$ cat config.mk
export PLATFORM = sky130hd
export DESIGN_NAME = ex_div_flat
export DESIGN_NICKNAME = d
export VERILOG_FILES = /design/src/rtl/ex_div_if.sv /design/src/rtl/ex_div.sv /design/src/flat_wrapper.sv
export SDC_FILE = /design/constraint.sdc
export NUM_CORES = 1
export LEC_CHECK = 0
export ABC_AREA = 1
export ABC_CLOCK_PERIOD_IN_PS = 6000
export CORE_UTILIZATION = 60
export CTS_CLUSTER_DIAMETER = 100
export DETAILED_ROUTE_END_ITERATION = 8
export PLACE_DENSITY = 0.86
export SLEW_MARGIN = 20
export SYNTH_ARGS = -nofsm -noshare
export SYNTH_HDL_FRONTEND = slang
export SYNTH_SLANG_ARGS = --single-unit
$ cat constraint.sdc
create_clock -name clk -period 6 [get_ports clk]
set_input_delay 1.2 -clock clk [delete_from_list [all_inputs] [get_ports clk]]
set_output_delay 1.2 -clock clk [all_outputs]
set_load 0.02 [all_outputs]
$ cat src/rtl/ex_div_if.sv
// Handshake and operand bundle between the execute stage and its divider.
// master: EX side (drives request and operands, observes result/ready).
// slave : divider side (consumes request and operands, drives result/ready).
interface ex_div_if;
  logic        signed_div_i;  // 1 = signed (DIV), 0 = unsigned (DIVU)
  logic [31:0] opdata1_i;     // dividend
  logic [31:0] opdata2_i;     // divisor
  logic        start_i;       // request, held until ready_o is seen
  logic        annul_i;       // abort any in-flight division
  logic [63:0] result_o;      // {remainder -> hi, quotient -> lo}
  logic        ready_o;       // result valid

  modport master (
    output signed_div_i, opdata1_i, opdata2_i, start_i, annul_i,
    input  result_o, ready_o
  );

  modport slave (
    input  signed_div_i, opdata1_i, opdata2_i, start_i, annul_i,
    output result_o, ready_o
  );
endinterface

$ cat src/rtl/ex_div.sv
// Radix-2 restoring 32-bit divider for DIV/DIVU, one quotient bit per cycle.
// Latency: ready_o 33 edges after launch (2 edges for a zero divisor).
// Backpressure: result/ready held while start_i stays high; annul_i aborts at once.
// Ports: clk, rst (sync active-low), div_if (slave: operands, start/annul in;
//        result_o {hi=remainder, lo=quotient}, ready_o out).
module ex_div (
  input  logic    clk,
  input  logic    rst,
  ex_div_if.slave div_if
);

  typedef enum logic [1:0] {S_FREE, S_BY_ZERO, S_ON, S_END} state_e;

  state_e      state_q, state_d;
  logic [5:0]  cnt_q, cnt_d;
  logic [64:0] dividend_q, dividend_d;
  logic [31:0] divisor_q, divisor_d;
  logic        neg_quo_q, neg_quo_d;
  logic        neg_rem_q, neg_rem_d;
  logic [63:0] result_q, result_d;
  logic        ready_q, ready_d;

  logic [31:0] op1_mag, op2_mag;
  logic [32:0] diff;
  logic [31:0] quo_fix, rem_fix;

  // Magnitudes; 0x80000000 negates to itself, which is the correct unsigned magnitude.
  assign op1_mag = (div_if.signed_div_i && div_if.opdata1_i[31]) ?
                   (32'd0 - div_if.opdata1_i) : div_if.opdata1_i;
  assign op2_mag = (div_if.signed_div_i && div_if.opdata2_i[31]) ?
                   (32'd0 - div_if.opdata2_i) : div_if.opdata2_i;

  // Trial subtraction of the divisor from the shifted partial remainder; bit 32 is the borrow.
  assign diff = {1'b0, dividend_q[63:32]} - {1'b0, divisor_q};

  // Sign fix-up: quotient negative when operand signs differ, remainder follows the dividend.
  assign quo_fix = neg_quo_q ? (32'd0 - dividend_q[31:0])  : dividend_q[31:0];
  assign rem_fix = neg_rem_q ? (32'd0 - dividend_q[64:33]) : dividend_q[64:33];

  always_comb begin
    state_d    = state_q;
    cnt_d      = cnt_q;
    dividend_d = dividend_q;
    divisor_d  = divisor_q;
    neg_quo_d  = neg_quo_q;
    neg_rem_d  = neg_rem_q;
    result_d   = result_q;
    ready_d    = ready_q;

    case (state_q)
      S_FREE: begin
        if (div_if.start_i && !div_if.annul_i) begin
          neg_quo_d = div_if.signed_div_i && (div_if.opdata1_i[31] ^ div_if.opdata2_i[31]);
          neg_rem_d = div_if.signed_div_i && div_if.opdata1_i[31];
          if (div_if.opdata2_i == 32'd0) begin
            state_d = S_BY_ZERO;
          end else begin
            state_d    = S_ON;
            cnt_d      = 6'd0;
            divisor_d  = op2_mag;
            dividend_d = {32'd0, op1_mag, 1'b0};
          end
        end
      end
      S_BY_ZERO: begin
        // Zero fixes up to zero regardless of the sign flags.
        dividend_d = 65'd0;
        state_d    = S_END;
      end
      S_ON: begin
        if (diff[32]) begin
          dividend_d = {dividend_q[63:0], 1'b0};
        end else begin
          dividend_d = {diff[31:0], dividend_q[31:0], 1'b1};
        end
        cnt_d = cnt_q + 6'd1;
        if (cnt_q == 6'd31) begin
          state_d = S_END;
        end
      end
      S_END: begin
        if (!div_if.start_i) begin
          state_d  = S_FREE;
          ready_d  = 1'b0;
          result_d = 64'd0;
        end else begin
          result_d = {rem_fix, quo_fix};
          ready_d  = 1'b1;
        end
      end
      default: begin
        state_d = S_FREE;
      end
    endcase

    // Abort wins over every other transition, including the last iteration.
    if (div_if.annul_i && (state_q != S_FREE)) begin
      state_d  = S_FREE;
      cnt_d    = 6'd0;
      ready_d  = 1'b0;
      result_d = 64'd0;
    end
  end

  always_ff @(posedge clk) begin
    if (!rst) begin
      state_q    <= S_FREE;
      cnt_q      <= 6'd0;
      dividend_q <= 65'd0;
      divisor_q  <= 32'd0;
      neg_quo_q  <= 1'b0;
      neg_rem_q  <= 1'b0;
      result_q   <= 64'd0;
      ready_q    <= 1'b0;
    end else begin
      state_q    <= state_d;
      cnt_q      <= cnt_d;
      dividend_q <= dividend_d;
      divisor_q  <= divisor_d;
      neg_quo_q  <= neg_quo_d;
      neg_rem_q  <= neg_rem_d;
      result_q   <= result_d;
      ready_q    <= ready_d;
    end
  end

  assign div_if.result_o = result_q;
  assign div_if.ready_o  = ready_q;

endmodule

$ cat src/flat_wrapper.sv
// flat-port wrapper written by rule: the top's interface ports become plain ports
module ex_div_flat 
  (clk, rst, div_if_signed_div_i, div_if_opdata1_i, div_if_opdata2_i, div_if_start_i, div_if_annul_i, div_if_result_o, div_if_ready_o);
  ex_div_if div_if_i ();
  input  logic clk;
  input  logic rst;
  input wire logic [$bits(div_if_i.signed_div_i)-1:0] div_if_signed_div_i;
  input wire logic [$bits(div_if_i.opdata1_i)-1:0] div_if_opdata1_i;
  input wire logic [$bits(div_if_i.opdata2_i)-1:0] div_if_opdata2_i;
  input wire logic [$bits(div_if_i.start_i)-1:0] div_if_start_i;
  input wire logic [$bits(div_if_i.annul_i)-1:0] div_if_annul_i;
  output wire logic [$bits(div_if_i.result_o)-1:0] div_if_result_o;
  output wire logic [$bits(div_if_i.ready_o)-1:0] div_if_ready_o;
  assign div_if_i.signed_div_i = div_if_signed_div_i;
  assign div_if_i.opdata1_i = div_if_opdata1_i;
  assign div_if_i.opdata2_i = div_if_opdata2_i;
  assign div_if_i.start_i = div_if_start_i;
  assign div_if_i.annul_i = div_if_annul_i;
  assign div_if_result_o = div_if_i.result_o;
  assign div_if_ready_o = div_if_i.ready_o;
  ex_div u_core (.clk(clk), .rst(rst), .div_if(div_if_i));
endmodule
==> results of run 1 <==
==> layer usage <==
layer	part of all wire, %	global-route usage (%)	up-vias
met3	9.3	4.92	76
met1	44	53.0	6669
li1	-	-	7246
met2	44	57.5	711
met5	0	0	-
met4	2.6	12.6	0
==> cells by family (layout without fill, tap and decap cells) <==
family	after synthesis	count (layout)	synth area share, %
AOI/OAI and AO/OA	430	430	17.2
xor gates and xnor gates	44	44	2.98
adders and majority gates	44	44	4.31
buffers and inverters	413	503	12.7
DFF	172	172	26.6
and+or+nand+nor	1107	1107	36.2
==> through the flow <==
step / hold slack (ns) / setup slack, ns
after floorplan: 0.425 / 3.40
after global placement: 0.440 / 1.84
after detailed placement: 0.451 / 1.75
after CTS: 0.462 / 2.11
after global routing: 0.483 / 1.72
final: 0.463 / 2.01
==> synthesized netlist by cell type, types with 2 or more instances <==
cell type	instances
nand2_1	615
inv_1	325
a21oi_1	245
nand3_1	221
nor2_1	187
dfxtp_1	172
o21ai_0	155
clkbuf_1	48
ha_1	43
xor2_1	29
nand4_1	28
nor3_1	18
xnor2_1	15
buf_2	14
buf_4	10
nand3b_1	10
nor2_2	10
a31oi_1	7
inv_2	7
nand2_2	5
buf_6	4
o21ai_1	4
o31ai_1	4
nor2_4	3
o211ai_1	3
a21o_1	2
and2_1	2
buf_1	2
nand2_4	2
nand3_4	2
o21ai_2	2
o21bai_1	2
o22ai_1	2
==> how the worst max path moves through the flow <==
stage	slack (ns)	endpoint	from
after floorplan	3.40	u_core.dividend_q[58]	div_if_opdata2_i[0]
after global routing	1.72	u_core.dividend_q[60]	div_if_opdata2_i[0]
final	2.01	u_core.dividend_q[60]	div_if_opdata2_i[0]
after global placement	1.84	u_core.dividend_q[58]	div_if_opdata2_i[0]
after CTS	2.11	u_core.dividend_q[60]	div_if_opdata2_i[0]
after detailed placement	1.75	u_core.dividend_q[63]	div_if_opdata2_i[0]
==> flip-flops by register name (all words and copies together), names as in the netlist <==
signal	flops
u_core.div_if.result_o	64
u_core.neg_quo_q	1
u_core.state_q	2
u_core.dividend_q	65
u_core.div_if.ready_o	1
u_core.neg_rem_q	1
u_core.cnt_q	6
u_core.divisor_q	32
==> cell type report <==
type,count,area (um^2),share of cell area (%)
clock inverter,15,156,1.05
timing repair buffer,137,1360,9.17
clock buffer,17,425,2.87
sequential,172,3440,23.2
inverter,334,1260,8.47
tap,275,344,2.32
multi-input combinational,1625,7850,52.9
==> worst max-delay path: cells and delay by family <==
| family | cells | cell delay (ns) |
|---|---|---|
| and+or+nand+nor | 9 | 2.13 |
| buffers and inverters | 3 | 0.61 |
| AOI/OAI and AO/OA | 1 | 0.13 |
| adders and majority gates | 1 | 0.23 |
==> power groups by stage <==
stage | logic (W) | clock network, W | registers, W
final | 0.00158 | 0.00109 | 0.00142
after floorplan | 0.00118 | 0 | 0.00137
after global placement | 0.00149 | 0 | 0.00142
after CTS | 0.00153 | 0.00109 | 0.00141
after global routing | 0.00177 | 0.00114 | 0.00143
after detailed placement | 0.00152 | 0 | 0.00143
==> run summary, run 1 <==
Run status
- finished clean — run status

Timing
- no — setup repair after global routing missed its margin
- 0.0147 ns — Fin Clk Skew
- 0 ns — final-layout setup total negative slack
- 3.99 ns — clock period minus worst slack
- 0 — count of final max-slew check failures
- 1.08 ns — worst-margin pin slew
- 0.250 GHz — Max Freq
- 27.9% — normalized max-slew margin
- 0 — count of final hold-check violations
- 66.6% — share of the clock period used by the worst path
- 0 — count of final setup violators

Worst setup path
- u_core.dividend_q[60] — reg2reg end
- nand2_1 — Crit path top cell by count
- 12 — reg2reg path depth
- 64 — largest driver fanout on the critical path
- clkdlybuf4s50_1, inv_1, ha_1, nand3_2, nor2_1, nand2_1, nor2_2, nand2_2, nand3_4, nor2_4, nand2_1, inv_1, nand2_1, a21oi_1 — crit path cell chain
- in -> reg — WS Path Type
- 0.90 ns — delay of the slowest cell on the worst path
- 4.35 ns — crit path DAT
- 2.74 ns — flop-to-flop setup slack
- input port — kind of launch point of the worst setup path
- 6.35 ns — required time of the worst setup path
- nor2_4 — worst-path cell with the longest stage delay
- u_core.dividend_q[50] — origin of the critical flop-to-flop path
- flip-flop — crit path capture type

Routing
- 15.8 um — post-detailed-route wirelength per cell
- 0 — drc violations
- 14700 — vias after detailed routing
- 1613 — violation count after the first detailed-routing iteration
- 40800 um — DRT Wirelength
- 5.71 — routed via count divided by cell count
- 0 — remaining antenna violation count
- 6 — number of detailed-route iterations in the first pass

Floorplanning
- 134 — IO Pins
- 149 um — width of the die
- 61.3% — Initial Util
- 22100 um^2 — Die ar.
- 149 um — Die Y-Extent
- 21100 um^2 — area of the core
- 53 — # rows

GRT
- 13000 — number of global-route vias before repair
- 37.2% — Tot GR Track Use
- 65100 um — first-pass GRT wire length
- 0 — initial antenna violation count
- 71 — largest net degree at the start of global routing
- 0 — total gr overflow

Pwr
- 34.7% — part of the power in registers
- 44.2% — Switching Fraction
- 206 uV — maximum resistive drop on vdd
- 6.89 nW — leakage power summed over all cells
- 0.00181 W — sw power
- 276 nW/um^2 — areal power density over the cells
- 26.7% — fraction of power consumed by the clock network
- 0.00228 W — P_int
- 0.00409 W — total design power
- 38.5% — combinational fraction of design power

Yosys
- 5.85 um^2 — syn avg cell area
- 2210 — gate count after technology mapping
- 26.6% — Synth top area share
- dfxtp_1 — flip-flop cell with the highest count after synthesis
- 45 — distinct cell type count of the synthesized netlist
- 172 — Seq cells post-synth
- 2323 — Mapped Nets
- 0% — proportion of register bits with asynchronous set or reset after synthesis
- 0 — number of flops mapped to enable cells by yosys
- 26.6% — sequential area share after synthesis
- 0 — number of synthesis warnings
- 12900 um^2 — area of the mapped netlist
- dfxtp_1 — cell type with the largest total area after synthesis
- dfxtp_1 (27%), nand2_1 (18%), a21oi_1 (9.5%) — most area-consuming cells after synthesis

Placed design
- 133 — number of buffer cells added on primary ports
- 14300 um^2 — placed inst area
- 2543 — placed cells
- 30800 um — HPWL after detailed placement
- 0.961 — routability congestion estimate from global placement

Clocking
- clkbuf_16 — root buffer cell
- 0.07 ns — clock-pin transition on the worst setup and hold timing paths
- 0 — total of hold buffers inserted after clock tree synthesis
- 2 — clock buffer depth
- 0 — Setup Fix Bufs, Post-CTS
- 0 — number of instances resized during post-cts repair
- 4 — CTS HTree Levels
- 0.44 ns — clk_lat worst skew
- 17 — total clock buffers created by CTS
- 172 — number of clock sinks seen by CTS
- yes — CTS tree

Layout
- 70.4% — Layout Utilization
- 1946 — Filler Cells Inserted
- 3.22% — share of post-route cells with drive strength above 1
- 14.7% — area growth from synthesis to layout
- 14800 um^2 — Final Cell Area
- nand2_1 (615), inv_1 (324), a21oi_1 (245) — top library cells by usage in the layout, fill and taps aside
- 0 — number of antenna cells inserted
- nand2_1 — commonest non-fill, non-tap cell in the layout
- 2575 — Non-Filler Instances
- 2400 — Final Net Count

Hold path
- reg -> reg — path category of the worst min-delay check
- u_core.cnt_q[4] — critical hold path startpoint
- u_core.cnt_q[4] — end point of the most critical hold path
- 2 — instance count along the most critical hold path

Job
- 0 — number of max-capacitance violations reported

Note: power is estimated with default switching activity, not from simulation.
==> run 2: changes to the inputs <==
--- a/config.mk
+++ b/config.mk
@@ -6,11 +6,11 @@
 export NUM_CORES = 1
 export LEC_CHECK = 0
 export ABC_AREA = 1
-export ABC_CLOCK_PERIOD_IN_PS = 6000
-export CORE_UTILIZATION = 60
+export ABC_CLOCK_PERIOD_IN_PS = 3700
+export CORE_UTILIZATION = 59
 export CTS_CLUSTER_DIAMETER = 100
 export DETAILED_ROUTE_END_ITERATION = 8
-export PLACE_DENSITY = 0.86
+export PLACE_DENSITY = 0.84
 export SLEW_MARGIN = 20
 export SYNTH_ARGS = -nofsm -noshare
 export SYNTH_HDL_FRONTEND = slang
==> constraint.sdc (replaced) <==
create_clock -name clk -period 3.7 [get_ports clk]
set_input_delay 0.74 -clock clk [delete_from_list [all_inputs] [get_ports clk]]
set_output_delay 0.74 -clock clk [all_outputs]
set_load 0.02 [all_outputs]
==> run 2 against run 1 <==
Net effect: clock skew shrank 0.0020 ns; die area increased by 1.7%; register-to-register slack lost 2.1 ns; clock power up 76%; count of clock-buffer cells in the layout up 1; worst setup slack got worse by 1.3 ns; sequential share of layout area shrank 0.22 points; power rose by 66%; wire length decreased by 0.52%; largest cell class unchanged; largest power group unchanged; highest routed layer unchanged.
==> run summary, run 2 (synthesis results as in run 1) <==
Clocking
- 17 — total clock buffers created by CTS
- 4 — CTS HTree Levels
- 0 — total of hold buffers inserted after clock tree synthesis
- 2 — clock buffer depth
- yes — CTS tree
- 0 — Setup Fix Bufs, Post-CTS
- 172 — number of clock sinks seen by CTS
- 0.07 ns — clock-pin transition on the worst setup and hold timing paths
- 0 — number of instances resized during post-cts repair
- clkbuf_16 — root buffer cell
- 0.45 ns — clk_lat worst skew

GRT
- 66 — largest net degree at the start of global routing
- 0 — initial antenna violation count
- 65200 um — first-pass GRT wire length
- 0 — total gr overflow
- 36.9% — Tot GR Track Use
- 13000 — number of global-route vias before repair

Routing
- 15.7 um — post-detailed-route wirelength per cell
- 1524 — violation count after the first detailed-routing iteration
- 14600 — vias after detailed routing
- 0 — drc violations
- 0 — remaining antenna violation count
- 40600 um — DRT Wirelength
- 5.66 — routed via count divided by cell count
- 5 — number of detailed-route iterations in the first pass

Worst setup path
- u_core.dividend_q[32] — origin of the critical flop-to-flop path
- simple AND/OR/NAND/NOR gates — cell family with the largest share of critical-path delay
- 4.00 ns — required time of the worst setup path
- 0.43 ns — delay of the slowest cell on the worst path
- u_core.dividend_q[52] — Critical path destination
- nand2_4 — worst-path cell with the longest stage delay
- inv_1, ha_1, fa_1, inv_1, nand2_1, nand2_1, nand3_1, nand2_1, nand2_1, nand2_2, nand2_4, nand2_4, nand3_1, nand3_1, a21oi_1 — crit path cell chain
- u_core.dividend_q[52] — reg2reg end
- 33 — largest driver fanout on the critical path
- reg -> reg — WS Path Type
- flip-flop — crit path capture type
- u_core.dividend_q[32] — crit path launch
- nand2_1 — Crit path top cell by count
- 15 — path length in cells of the critical path
- 0.66 ns — flop-to-flop setup slack
- flip-flop — kind of launch point of the worst setup path
- 2 — sum of buffers and inverters on the critical path
- 15 — reg2reg path depth
- 3.34 ns — crit path DAT

Layout
- 15.8% — area growth from synthesis to layout
- 2412 — Final Net Count
- 3.68% — share of post-route cells with drive strength above 1
- nand2_1 (615), inv_1 (324), a21oi_1 (245) — top library cells by usage in the layout, fill and taps aside
- 65 — max FFs per register
- u_core.dividend_q — Reg with most FFs
- nand2_1 — commonest non-fill, non-tap cell in the layout

Hold path
- reg -> reg — path category of the worst min-delay check
- 2 — instance count along the most critical hold path

Pwr
- 452 nW/um^2 — areal power density over the cells
- 28.3% — fraction of power consumed by the clock network
- 0.00285 W — sw power
- 278 uV — maximum resistive drop on vdd
- 0.00392 W — P_int
- 0.00677 W — total design power
- 33.7% — part of the power in registers
- 38.0% — combinational fraction of design power
- 6.99 nW — leakage power summed over all cells
- 42.1% — Switching Fraction

Timing
- 0 — count of final max-slew check failures
- 0.329 GHz — Max Freq
- 82.2% — share of the clock period used by the worst path
- 0 — count of final setup violators
- 0 ns — final-layout setup total negative slack
- 0.899 ns — worst-margin pin slew
- 40.0% — normalized max-slew margin
- 3.04 ns — clock period minus worst slack
- 0 — count of final hold-check violations
- 0.0126 ns — Fin Clk Skew
- no — setup repair after global routing missed its margin

Placed design
- 0.991 — routability congestion estimate from global placement
- 31200 um — HPWL after detailed placement
- 133 — number of buffer cells added on primary ports

Floorplanning
- 60.8% — Initial Util
- 53 — # rows
- 150 um — width of the die
- 22500 um^2 — Die ar.
- 134 — IO Pins
- 150 um — Die Y-Extent
- 21300 um^2 — area of the core

Run status
- finished clean — run status

Job
- 0 — number of max-capacitance violations reported

-- run 2: cell types whose count changed in the layout (fill, tap and decap cells not counted), sizes merged --
cell	previous run	this run
clkbuf	17	18
bufinv	0	3
clkinvlp	5	1
diode	0	1
clkinv	7	4
buf	4	16
inv	337	339
-- run 2: final cells by class --
class,instances,area (um^2)
Antenna cell,1,2.50
Clock buffer,18,439
Clock inverter,13,178
Fill cell,1911,6310
Inverter,334,1260
Multi-Input combinational cell,1625,7850
Sequential cell,172,3440
Tap cell,275,344
Timing Repair Buffer,149,1460
-- run 2: routing by layer --
layer | part of all wire (%) | vias up | track usage (%) | wire [um]
li1 | - | 7275 | - | -
met1 | 44 | 6567 | 51.9 | 18000
met2 | 43 | 711 | 55.9 | 17500
met3 | 9.0 | 92 | 5.61 | 3640
met4 | 3.4 | 0 | 14.8 | 1390
met5 | 0 | - | 0 | 0
-- run 2: per-stage QoR --
| stage | util [%] | setup slack [ns] | std cells | instance area, um^2 | hold WS [ns] |
|---|---|---|---|---|---|
| after global routing | 70.4 | 0.487 | 2586 | 15000 | 0.484 |
| after CTS | 70.4 | 0.771 | 2586 | 15000 | 0.456 |
| final | 70.4 | 0.660 | 2587 | 15000 | 0.456 |
| after floorplan | - | 1.56 | 2210 | 12900 | 0.425 |
| after global placement | 67.5 | 0.673 | 2555 | 14400 | 0.439 |
| after detailed placement | 67.5 | 0.586 | 2555 | 14400 | 0.446 |
-- run 2: worst min-delay path: cells and delay by family (launching register included) --
| family | cells | cell delay [ns] |
|---|---|---|
| AO/OA/AOI/OAI | 1 | 0.06 |
| buffers and inverters | 1 | 0.05 |
| flip-flops | 1 | 0.31 |
-- run 2: how the worst min path moves through the flow --
stage          slack, ns                       start                         end
2_1_floorplan       0.43             u_core.cnt_q[4]             u_core.cnt_q[4]
3_3_place_gp        0.44             u_core.cnt_q[4]             u_core.cnt_q[4]
3_5_place_dp        0.45             u_core.cnt_q[4]             u_core.cnt_q[4]
4_1_cts             0.46             u_core.cnt_q[4]             u_core.cnt_q[4]
5_1_grt             0.48  u_core.div_if.result_o[42]  u_core.div_if.result_o[42]
6_report            0.46             u_core.cnt_q[4]             u_core.cnt_q[4]
-- run 2: power by group through the flow --
stage | Sequential, W | Clock, W | Combinational (W)
2_1_floorplan | 0.00221 | 0 | 0.00191
3_3_place_gp | 0.00230 | 0 | 0.00244
3_5_place_dp | 0.00230 | 0 | 0.00248
4_1_cts | 0.00227 | 0.00192 | 0.00251
5_1_grt | 0.00230 | 0.00200 | 0.00289
6_report | 0.00228 | 0.00192 | 0.00257
